<file path="src/rtl/alu32_pkg.sv">
// Shared encodings, FSM states and response payload for the ALU32 execution unit.
package alu32_pkg;

    localparam int unsigned DATA_W = 32;
    localparam int unsigned OP_W   = 4;

    // Operation classes (op)
    localparam logic [OP_W-1:0] ALU_ARITH = 4'd0;
    localparam logic [OP_W-1:0] ALU_SHIFT = 4'd1;
    localparam logic [OP_W-1:0] ALU_LOGIC = 4'd2;
    localparam logic [OP_W-1:0] ALU_MUL   = 4'd3;

    // Sub-operations (op1)
    localparam logic [OP_W-1:0] ARITH_ADD = 4'd0;
    localparam logic [OP_W-1:0] ARITH_INC = 4'd1;
    localparam logic [OP_W-1:0] ARITH_SUB = 4'd2;
    localparam logic [OP_W-1:0] ARITH_DEC = 4'd3;
    localparam logic [OP_W-1:0] SHIFT_SLL = 4'd0;
    localparam logic [OP_W-1:0] SHIFT_SRL = 4'd1;
    localparam logic [OP_W-1:0] SHIFT_SRA = 4'd2;
    localparam logic [OP_W-1:0] SHIFT_SLA = 4'd3;
    localparam logic [OP_W-1:0] LOGIC_AND = 4'd0;
    localparam logic [OP_W-1:0] LOGIC_OR  = 4'd1;
    localparam logic [OP_W-1:0] LOGIC_XOR = 4'd2;
    localparam logic [OP_W-1:0] LOGIC_SWP = 4'd3;
    localparam logic [OP_W-1:0] LOGIC_NOT = 4'd4;
    localparam logic [OP_W-1:0] MUL_U     = 4'd0;

    typedef enum logic [1:0] {
        IDLE = 2'd0,
        MUL  = 2'd1,
        RESP = 2'd2
    } state_t;

    typedef struct packed {
        logic [DATA_W-1:0] out;
        logic [DATA_W-1:0] out0;
        logic              carryout;
        logic              overflow;
        logic              zero;
        logic              n;
        logic              err;
    } alu_rsp_t;

    function automatic logic is_mul_req(input logic [OP_W-1:0] op, input logic [OP_W-1:0] op1);
        return (op == ALU_MUL) && (op1 == MUL_U);
    endfunction

endpackage

</file>
<file path="src/rtl/alu32_mul_seq.sv">
// Iterative unsigned 32x32 shift-add multiplier retiring MUL_STEP multiplier bits per cycle.
module alu32_mul_seq
    import alu32_pkg::*;
#(
    parameter int unsigned MUL_STEP = 1
) (
    input  logic                clk,
    input  logic                rst,
    input  logic                start,
    input  logic [DATA_W-1:0]   a,
    input  logic [DATA_W-1:0]   b,
    output logic                done,
    output logic [2*DATA_W-1:0] product
);

    localparam int unsigned STEPS = DATA_W / MUL_STEP;
    localparam int unsigned CNT_W = 6;

    logic [2*DATA_W-1:0] mcand_q, mcand_d;
    logic [DATA_W-1:0]   mplier_q, mplier_d;
    logic [2*DATA_W-1:0] acc_q, acc_d;
    logic [CNT_W-1:0]    cnt_q, cnt_d;
    logic                busy_q, busy_d;
    logic                done_q, done_d;

    function automatic logic [2*DATA_W-1:0] partial(input logic [2*DATA_W-1:0] m,
                                                    input logic [MUL_STEP-1:0]  bits);
        logic [2*DATA_W-1:0] p;
        p = '0;
        for (int unsigned j = 0; j < MUL_STEP; j++) begin
            if (bits[j]) p = p + (m << j);
        end
        return p;
    endfunction

    // The start cycle already retires the first group of bits, so the last
    // group lands STEPS-1 cycles later and done rises with the final product.
    always_comb begin
        mcand_d  = mcand_q;
        mplier_d = mplier_q;
        acc_d    = acc_q;
        cnt_d    = cnt_q;
        busy_d   = busy_q;
        done_d   = 1'b0;
        if (start) begin
            mcand_d  = {32'd0, a} << MUL_STEP;
            mplier_d = b >> MUL_STEP;
            acc_d    = partial({32'd0, a}, b[MUL_STEP-1:0]);
            cnt_d    = CNT_W'(1);
            busy_d   = 1'b1;
        end else if (busy_q) begin
            acc_d    = acc_q + partial(mcand_q, mplier_q[MUL_STEP-1:0]);
            mcand_d  = mcand_q << MUL_STEP;
            mplier_d = mplier_q >> MUL_STEP;
            cnt_d    = cnt_q + CNT_W'(1);
            if (cnt_q == CNT_W'(STEPS - 1)) begin
                busy_d = 1'b0;
                done_d = 1'b1;
            end
        end
    end

    always_ff @(posedge clk or posedge rst) begin
        if (rst) begin
            mcand_q  <= '0;
            mplier_q <= '0;
            acc_q    <= '0;
            cnt_q    <= '0;
            busy_q   <= 1'b0;
            done_q   <= 1'b0;
        end else begin
            mcand_q  <= mcand_d;
            mplier_q <= mplier_d;
            acc_q    <= acc_d;
            cnt_q    <= cnt_d;
            busy_q   <= busy_d;
            done_q   <= done_d;
        end
    end

    assign done    = done_q;
    assign product = acc_q;

endmodule

</file>
<file path="src/rtl/alu32_exec_unit.sv">
// ALU32 execution unit: valid/ready request in, registered result and flags out.
module alu32_exec_unit
    import alu32_pkg::*;
#(
    parameter int unsigned MUL_STEP = 1
) (
    input  logic              clk,
    input  logic              rst,
    input  logic              req_valid,
    output logic              req_ready,
    input  logic [OP_W-1:0]   op,
    input  logic [OP_W-1:0]   op1,
    input  logic [DATA_W-1:0] in0,
    input  logic [DATA_W-1:0] in1,
    output logic              rsp_valid,
    input  logic              rsp_ready,
    output logic [DATA_W-1:0] out,
    output logic [DATA_W-1:0] out0,
    output logic              carryout,
    output logic              overflow,
    output logic              zero,
    output logic              N,
    output logic              rsp_err
);

    state_t   state_q, state_d;
    alu_rsp_t rsp_q, rsp_d;
    logic     req_ready_q, req_ready_d;
    logic     rsp_valid_q, rsp_valid_d;

    alu_rsp_t            res_c;
    alu_rsp_t            mul_res_c;
    logic                mul_start_c;
    logic                mul_done;
    logic [2*DATA_W-1:0] mul_product;
    logic [32:0]         sum_c;
    logic [DATA_W-1:0]   addb_c;
    logic                cin_c;
    logic [4:0]          sh_c;

    alu32_mul_seq #(.MUL_STEP(MUL_STEP)) u_mul (
        .clk     (clk),
        .rst     (rst),
        .start   (mul_start_c),
        .a       (in0),
        .b       (in1),
        .done    (mul_done),
        .product (mul_product)
    );

    // Single-cycle datapath: arith, shift, logic and illegal-encoding detection
    always_comb begin
        res_c  = '0;
        sh_c   = in1[4:0];
        addb_c = in1;
        cin_c  = 1'b0;
        case (op1)
            ARITH_INC: begin addb_c = '0;         cin_c = 1'b1; end
            ARITH_SUB: begin addb_c = ~in1;       cin_c = 1'b1; end
            ARITH_DEC: begin addb_c = '1;         cin_c = 1'b0; end
            default:   begin addb_c = in1;        cin_c = 1'b0; end
        endcase
        sum_c = {1'b0, in0} + {1'b0, addb_c} + 33'(cin_c);

        case (op)
            ALU_ARITH: begin
                if (op1 <= ARITH_DEC) begin
                    res_c.out      = sum_c[31:0];
                    res_c.carryout = sum_c[32];
                    res_c.overflow = (in0[31] == addb_c[31]) && (sum_c[31] != in0[31]);
                end else begin
                    res_c.err = 1'b1;
                end
            end
            ALU_SHIFT: begin
                case (op1)
                    SHIFT_SLL: res_c.out = in0 << sh_c;
                    SHIFT_SRL: res_c.out = in0 >> sh_c;
                    SHIFT_SRA: res_c.out = 32'($signed(in0) >>> sh_c);
                    SHIFT_SLA: begin
                        res_c.out = {in0[31], 31'(in0 << sh_c)};
                        // Any bit pushed out past bit 30 must match the sign.
                        for (int i = 0; i < 31; i++) begin
                            if ((i + int'(sh_c) >= 31) && (in0[i] != in0[31])) res_c.overflow = 1'b1;
                        end
                    end
                    default: res_c.err = 1'b1;
                endcase
            end
            ALU_LOGIC: begin
                case (op1)
                    LOGIC_AND: res_c.out = in0 & in1;
                    LOGIC_OR:  res_c.out = in0 | in1;
                    LOGIC_XOR: res_c.out = in0 ^ in1;
                    LOGIC_SWP: res_c.out = {in0[15:0], in0[31:16]};
                    LOGIC_NOT: res_c.out = ~in0;
                    default:   res_c.err = 1'b1;
                endcase
            end
            default: res_c.err = 1'b1;
        endcase

        if (res_c.err) begin
            res_c     = '0;
            res_c.err = 1'b1;
        end else begin
            res_c.zero = (res_c.out == '0);
            res_c.n    = res_c.out[31];
        end
    end

    always_comb begin
        mul_res_c          = '0;
        mul_res_c.out      = mul_product[31:0];
        mul_res_c.out0     = mul_product[63:32];
        mul_res_c.overflow = (mul_product[63:32] != '0);
        mul_res_c.zero     = (mul_product == '0);
        mul_res_c.n        = mul_product[63];
    end

    // Next-state and response capture
    always_comb begin
        state_d     = state_q;
        rsp_d       = rsp_q;
        mul_start_c = 1'b0;
        case (state_q)
            IDLE: begin
                if (req_valid) begin
                    if (is_mul_req(op, op1)) begin
                        mul_start_c = 1'b1;
                        state_d     = MUL;
                    end else begin
                        rsp_d   = res_c;
                        state_d = RESP;
                    end
                end
            end
            MUL: begin
                if (mul_done) begin
                    rsp_d   = mul_res_c;
                    state_d = RESP;
                end
            end
            RESP: begin
                if (rsp_ready) state_d = IDLE;
            end
            default: state_d = IDLE;
        endcase
        req_ready_d = (state_d == IDLE);
        rsp_valid_d = (state_d == RESP);
    end

    always_ff @(posedge clk or posedge rst) begin
        if (rst) begin
            state_q     <= IDLE;
            rsp_q       <= '0;
            req_ready_q <= 1'b1;
            rsp_valid_q <= 1'b0;
        end else begin
            state_q     <= state_d;
            rsp_q       <= rsp_d;
            req_ready_q <= req_ready_d;
            rsp_valid_q <= rsp_valid_d;
        end
    end

    assign req_ready = req_ready_q;
    assign rsp_valid = rsp_valid_q;
    assign out       = rsp_q.out;
    assign out0      = rsp_q.out0;
    assign carryout  = rsp_q.carryout;
    assign overflow  = rsp_q.overflow;
    assign zero      = rsp_q.zero;
    assign N         = rsp_q.n;
    assign rsp_err   = rsp_q.err;

endmodule

</file>
<file path="config.mk">
export PLATFORM = sky130hd
export DESIGN_NAME = alu32_exec_unit
export DESIGN_NICKNAME = d
export VERILOG_FILES = /design/src/rtl/alu32_pkg.sv /design/src/rtl/alu32_mul_seq.sv /design/src/rtl/alu32_exec_unit.sv
export SDC_FILE = /design/constraint.sdc
export NUM_CORES = 1
export LEC_CHECK = 0
export ABC_AREA = 1
export CAP_MARGIN = 20
export CORE_MARGIN = 2
export CORE_UTILIZATION = 45
export CTS_CLUSTER_SIZE = 40
export DETAILED_ROUTE_END_ITERATION = 8
export GPL_TIMING_DRIVEN = 0
export PLACE_DENSITY = 0.66
export SLEW_MARGIN = 25
export SYNTH_ARGS = -nofsm -noshare
export SYNTH_HDL_FRONTEND = slang
export SYNTH_HIERARCHICAL = 1
export SYNTH_SLANG_ARGS = --single-unit
</file>
<file path="constraint.sdc">
create_clock -name clk -period 10 [get_ports clk]
set_input_delay 2.5 -clock clk [delete_from_list [all_inputs] [get_ports clk]]
set_output_delay 2.5 -clock clk [all_outputs]
set_load 0.05 [all_outputs]
</file>
### Yosys cells after proc, flatten, opt, wreduce, memory -nomap -nowiden

Index checks and enable logic that the tools add are counted.

* word-level logic and storage cells: 261
* output and inout bits: 71
* input port bits: 76
* register bits after elaboration: 241

* add/sub/neg operators: 34
* equal/unequal tests: 47
* muxes and demuxes: 78
* shift operators: 3
* bitwise gates (word level): 5
* reductions and logical operators: 46
* order comparisons: 32

Operators by type and width (count)
* $mux W64: 7
* $mux W69: 3
* $pmux W32 S3: 2
* $ge A6 B5 Y1 const B: 30
* $pmux W32 S5: 1
* $pmux W69 S2: 1
* $mux W32: 4
* $pmux W32 S4: 1
* $add A5 B5 Y6 const A: 15
* $mux W66: 1
* $add A64 B64 Y64: 1
* $logic_not A64 Y1: 1
* $not A32 Y32: 2
* $add A4 B5 Y6 const A: 8
* $mux W1: 47
* $add A32 B32 Y33: 1
* $add A33 B1 Y33: 1
* $logic_and A1 B1 Y1: 33
* $and A32 B32 Y32: 1
* $logic_not A32 Y1: 1
* $ne A1 B1 Y1: 32
* $or A32 B32 Y32: 1
* $reduce_bool A32 Y1: 1
* $shl A32 B5 Y32: 1
* 30 further kinds: 49

### Longest topological paths before layout

* word-level depth: 39
* depth in mapped cells: 31
* gate-level depth less buffers: 29

### By module

The synthesis kept the hierarchy.

Modules (own cells, without submodules)
* alu32_exec_unit: instances 1, seq. area each 1828.0 um^2, area each 13526.7 um^2, cells each 2431
* alu32_mul_seq: instances 1, seq. area each 4154.0 um^2, area each 12976.2 um^2, cells each 2065

### Least setup slack after synthesis

Ideal clock, no wire load.

* kind: input -> register
* start point: in op1[3]
* end point: reg rsp_q (netlist bit zero)
* required time: 9.934 ns
* setup time: 0.066 ns
* setup slack: 4.489 ns
* path buffers: 2
* arrival: 5.445 ns
* cell stages on the path: 27
* cells stage by stage: nor2_2 > nand2_2 > nand2_1 > inv_1 > buf_2 > buf_1 > fa_1 > inv_1 > fa_1 > nand2_1 > o21ai_2 > nand2_1 > nand2_1 > nand2_1 > nand2_1 > nand3_1 > a21oi_1 > nor2_1 > nor2_1 > nand2_1 > nor2_1 > nand2_1 > nor2_1 > nand4_1 > nand2_1 > nand2_1 > nand2_1

* cells in the longest elaborated chain, start to end: 11
* elaborated cells on any way between the ends: 29
* classes of those cells: add/sub: 2; order compare: 1; eq/ne: 5; mux: 14; reduce/logical: 7

Ends and longest elaborated chain
* start: declaration: RTL line alu32_exec_unit.sv:12 `input logic [OP_W-1:0] op1,`
* $eq A4 B2 Y1 / $eq A4 B1 Y1 (equally long branches): RTL line alu32_exec_unit.sv:57, alu32_exec_unit.sv:76, alu32_exec_unit.sv:91
* $pmux W32 S3 / $reduce_or A2 Y1 (equally long branches)
* $add A32 B32 Y33 / $mux W1 (equally long branches): RTL line alu32_exec_unit.sv:63, alu32_exec_unit.sv:57
* $add A33 B1 Y33: RTL line alu32_exec_unit.sv:63 `sum_c = {1'b0, in0} + {1'b0, addb_c} + 33'(cin_c);`
* $mux W32: RTL line alu32_exec_unit.sv:67 `if (op1 <= ARITH_DEC) begin`
* $pmux W32 S3: RTL line alu32_exec_unit.sv:65 `case (op)`
* $logic_not A32 Y1: RTL line alu32_exec_unit.sv:107 `res_c.zero = (res_c.out == '0);`
* $mux W2: RTL line alu32_exec_unit.sv:103 `if (res_c.err) begin`
* $mux W69: RTL line alu32_exec_unit.sv:129 `if (is_mul_req(op, op1)) begin`
* $mux W69: RTL line alu32_exec_unit.sv:128 `if (req_valid) begin`
* $pmux W69 S2: RTL line alu32_exec_unit.sv:126 `case (state_q)`
* end signal: assignment: RTL line alu32_exec_unit.sv:161 `rsp_q <= rsp_d;`
* end: declaration: RTL line alu32_exec_unit.sv:27 `alu_rsp_t rsp_q, rsp_d;`

Parallel ways exist; a longest one is shown, timed or not. The select of a mux whose other input is x is not followed.
A chain may end at the register's enable or synchronous reset.

### Final worst setup path

* start point: in in1[4]
* end point: reg rsp_q (netlist bit zero)

* cells in the longest elaborated chain, start to end: 11
* elaborated cells on any way between the ends: 19
* classes of those cells: add/sub: 2; shift: 3; mux: 9; bitwise: 4; reduce/logical: 1

Ends and longest elaborated chain
* start: declaration: RTL line alu32_exec_unit.sv:14 `input logic [DATA_W-1:0] in1,`
* $not A32 Y32: RTL line alu32_exec_unit.sv:59 `ARITH_SUB: begin addb_c = ~in1; cin_c = 1'b1; end`
* $pmux W32 S3: RTL line alu32_exec_unit.sv:57 `case (op1)`
* $add A32 B32 Y33: RTL line alu32_exec_unit.sv:63
* $add A33 B1 Y33: RTL line alu32_exec_unit.sv:63
* $mux W32: RTL line alu32_exec_unit.sv:67
* $pmux W32 S3 *: RTL line alu32_exec_unit.sv:65
* $logic_not A32 Y1 *: RTL line alu32_exec_unit.sv:107
* $mux W2 *: RTL line alu32_exec_unit.sv:103
* $mux W69 *: RTL line alu32_exec_unit.sv:129
* $mux W69 *: RTL line alu32_exec_unit.sv:128
* $pmux W69 S2 *: RTL line alu32_exec_unit.sv:126

Mark *: on every way between the ends. The rest lies on a longest branch, timed or not. The select of a mux whose other input is x is not followed.

==> impl_results.md <==
* Switching Share at 0.494
* Core box area at 0.0579 mm²
* Hold crit path type: register to register
* Initial cell density of the core at 0.458
* First-pass GRT wire length at 196 mm
* Worst-case vdd ir drop at 0.000178 V
* Crit path capture type: register
* Sequential cell area fraction in the yosys report at 0.226
* Longest individual stage delay on the worst path at 0.99 ns
* Clk buf depth at 3
* Hold buffer count at cts at 0
* Flip-flop and latch count after synthesis at 239
* Pwr Density at 197 mW/mm²
* Total negative slack at 0 ns
* Summed instance area of the synthesized netlist at 0.0265 mm²
* Initial antenna violation count at 3
* Die Height at 247 µm
* Register clock-pin slew on the reported worst setup and hold paths at 0.06 ns
* Die footprint at 0.0609 mm²
* Worst endpoint required time at 10.50 ns
* Crit Path Max Fanout at 15
* Net total in the final layout at 4925
* Internal power component at 2.98 mW
* Vias after detailed routing at 32.1k
* Dominant cell type by count on the critical path: nand2_1
* Post-synth EDFFs at 0
* Number of buffers added for setup after CTS at 0
* Total CTS buffers at 26
* Sequential group share of total power at 0.271
* Critical path cell sequence: clkdlybuf4s50_1, buf_2, inv_1, buf_2, buf_2, a211oi_1, ha_1, nand2_1, nand2_1, a21oi_1, nand2_1, nand2_1, nand2_1, o21ai_0, nand2_1, a21oi_1, nand2_1, nor2_1, nand2_1, nor2_1, nand4_1, nand2_1, nand2_1, nand2_1
* Number of violations of the max-capacitance limit at 0
* Post-detailed-route count of antenna-violating nets at 0
* Length of the first detailed-routing pass in iterations at 7
* Post-detailed-route wirelength per cell at 25.1 µm
* Async S/R FF share, synth at 1.00
* FP Rows at 88
* Total buffers and inverters traversed by the critical path at 5
* Count of final setup violators at 0
* Number of violations reported at the end of detailed-routing iteration 0 at 3943
* Endpoint arrival time on the critical path at 8.41 ns
* CP Launch Type: input pin
* Clk Latency, worst-skew pair at 0.57 ns
* Headroom to the max-slew limit at 0.184
* Cell types with the largest area share after synthesis: dfrtp_1, nand2_1, inv_1
* Leak Pwr at 16.1 nW
* Critical path start-end classification: input pin to register
* Largest net degree at the start of global routing at 72
* Max stage delay cell, worst path: clkdlybuf4s50_1
* Count of cell types in the netlist at 60
* Vias/cell at 5.88
* Number of nets produced by synthesis at 4748
* Number of design rule violations left after detail routing at 0
* Part of the cycle the worst path needs at 0.791
* Post-route clock skew at 0.0241 ns
* Via count of the first global-routing pass at 29.2k
* Clk sink count at 239
* Clock power frac at 0.189
* H-tree levels at 1
* Sw power at 2.91 mW
* Aggregate routed wire length at 137 mm
* Half-perimeter wire length after placement at 111 mm
* Ratio of cells with drive above 1 in the final layout at 0.0580
* Total grt overflow at 0
* RSZ-0062 raised after global routing: no
* Outcome: finished, final reports clean
* CP delay by family, top: buffers and inverters
* Synthesis-to-layout area growth at 13.1%
* Global Route Usage Sum at 0.442
* Total chip power at 5.89 mW
* Count of buffers from port buffering at 146
* Avg Cell Area, Syn at 5.89 µm²
* CTS tree: built
* Fillcell total at 6317
* Placer's final routability congestion estimate at 1.12
* CTS root buffer: clkbuf_16
* Die X at 247 µm
* Main synth FF type: dfrtp_1
* Post-cts gate resize count at 0
* Transition at the pin with the smallest max-transition slack at 1.22 ns
* Count of final max-slew check failures at 0
* Minimum clock period at 7.91 ns
* Part of the total power dissipated in combinational logic at 0.540
* Number of top-level pins at 147
* Final hold viol count at 0
* Yosys warning total at 6
* F_max at 126 MHz
* Post-synthesis cell type with the largest combined area: dfrtp_1
* Area share of the largest cell type after synthesis at 0.225
* Post-synthesis instance total at 4496
[cell type report]
cell class,count,area [µm²],area share
Tap cell,765,957,0.0319
Timing Repair Buffer,149,1530,0.0511
Clock inverter,13,231,0.00772
Antenna cell,5,12.5,0.000417
Buffer,170,807,0.0269
Multi-Input combinational cell,3397,17100,0.571
Clock buffer,35,736,0.0245
Sequential cell,239,5980,0.200
Inverter,690,2600,0.0868
[layer usage]
metal | track usage | part of all wire | up-vias
li1 | - | - | 14800
met5 | 0 | 0.00011 | -
met3 | 0.144 | 0.13 | 393
met1 | 0.599 | 0.41 | 14900
met2 | 0.620 | 0.39 | 2009
met4 | 0.231 | 0.064 | 2
[cells in the mapped netlist, types with 20 or more instances]
master    number
clkbuf_1      80
o211ai_1      31
o221ai_1      61
nor3_1        27
nor2_1       336
xor2_1        20
nor2_2        34
inv_2         28
nor4_1        22
dfrtp_1      238
o21ai_0      184
nand2_1     1516
ha_1         173
buf_2         56
nand4_1       36
o21ai_1       23
nand3_1      438
o22ai_1       46
a21oi_1      257
nand2_2       40
inv_1        656
[layout by cell type, fill, tap and decap left out, types with 27 or more instances in the layout]
| master | count |
|---|---|
| clkbuf_16 | 27 |
| inv_1 | 654 |
| nor3_1 | 27 |
| o221ai_1 | 61 |
| a21oi_1 | 257 |
| nor2_2 | 34 |
| ha_1 | 173 |
| clkdlybuf4s50_1 | 145 |
| nand2_1 | 1516 |
| buf_2 | 57 |
| o22ai_1 | 46 |
| inv_2 | 28 |
| o211ai_1 | 31 |
| nor2_1 | 336 |
| nand3_1 | 438 |
| clkbuf_1 | 85 |
| dfrtp_1 | 238 |
| o21ai_0 | 184 |
| nand4_1 | 36 |
| nand2_2 | 40 |
[per-stage QoR]
| stage | std cells | setup WS (ns) | util | hold WS (ns) | cell area (µm²) |
|---|---|---|---|---|---|
| global route | 5458 | 2.19 | 0.517 | 0.503 | 30000 |
| global placement | 5407 | 0.444 | 0.499 | 0.463 | 28900 |
| detailed placement | 5410 | 1.81 | 0.501 | 0.468 | 29000 |
| CTS | 5458 | 2.35 | 0.518 | 0.475 | 30000 |
| finish | 5463 | 2.09 | 0.518 | 0.478 | 30000 |
| floorplan | 4496 | 3.01 | - | 0.435 | 26500 |
[worst min-delay path: stages, from the launching register on]
cell     delay, ns
dfrtp_1       0.34
nand2_1       0.05
o41ai_1       0.05
[worst paths after layout]
| check | from | endpoint | slack [ns] | cells past startpoint |
|---|---|---|---|---|
| max | in1[4] | zero$_DFFE_PP0P_ | 2.09 | 24 |
| min | carryout$_DFFE_PP0P_ | carryout$_DFFE_PP0P_ | 0.48 | 2 |
| max reg2reg | u_mul/mplier_q[0]$_DFFE_PP0N_ | u_mul/product[45]$_DFFE_PP0N_ | 6.02 | 19 |
| min reg2reg | carryout$_DFFE_PP0P_ | carryout$_DFFE_PP0P_ | 0.48 | 2 |
| max in group asynchronous | rst | u_mul/mcand_q[14]$_DFFE_PP0N_ | 6.58 | 4 |
| min in group asynchronous | rst | u_mul/mcand_q[53]$_DFFE_PP0N_ | 2.42 | 2 |
[state kept, by name (all words and copies together) (netlist names), 2 cells and up]
register and flops:
u_mul/product 64, u_mul/mcand_q 63, out0 32, out 32
u_mul/mplier_q 31, u_mul/cnt_q 6, state_q 2
[power by group through the flow]
stage	clock, mW	combinational [mW]	sequential, mW
6_report	1.12	3.18	1.60
5_1_grt	1.16	3.45	1.62
4_1_cts	1.12	3.07	1.58
3_5_place_dp	0	3.06	1.59
3_3_place_gp	0	3.03	1.59
2_1_floorplan	0	2.03	1.61
[cells by family (layout without fill, tap and decap cells)]
group | Yosys count | in the layout | share of synthesized area
other | 0 | 5 | 0
xor gates and xnor gates | 37 | 37 | 0.0122
buffers and inverters | 860 | 1057 | 0.128
AOI/OAI and AO/OA | 675 | 675 | 0.148
and+or+nand+nor | 2509 | 2509 | 0.402
adders and majority gates | 176 | 176 | 0.0839
DFF | 239 | 239 | 0.226
Power figures use the tool's default switching activity.
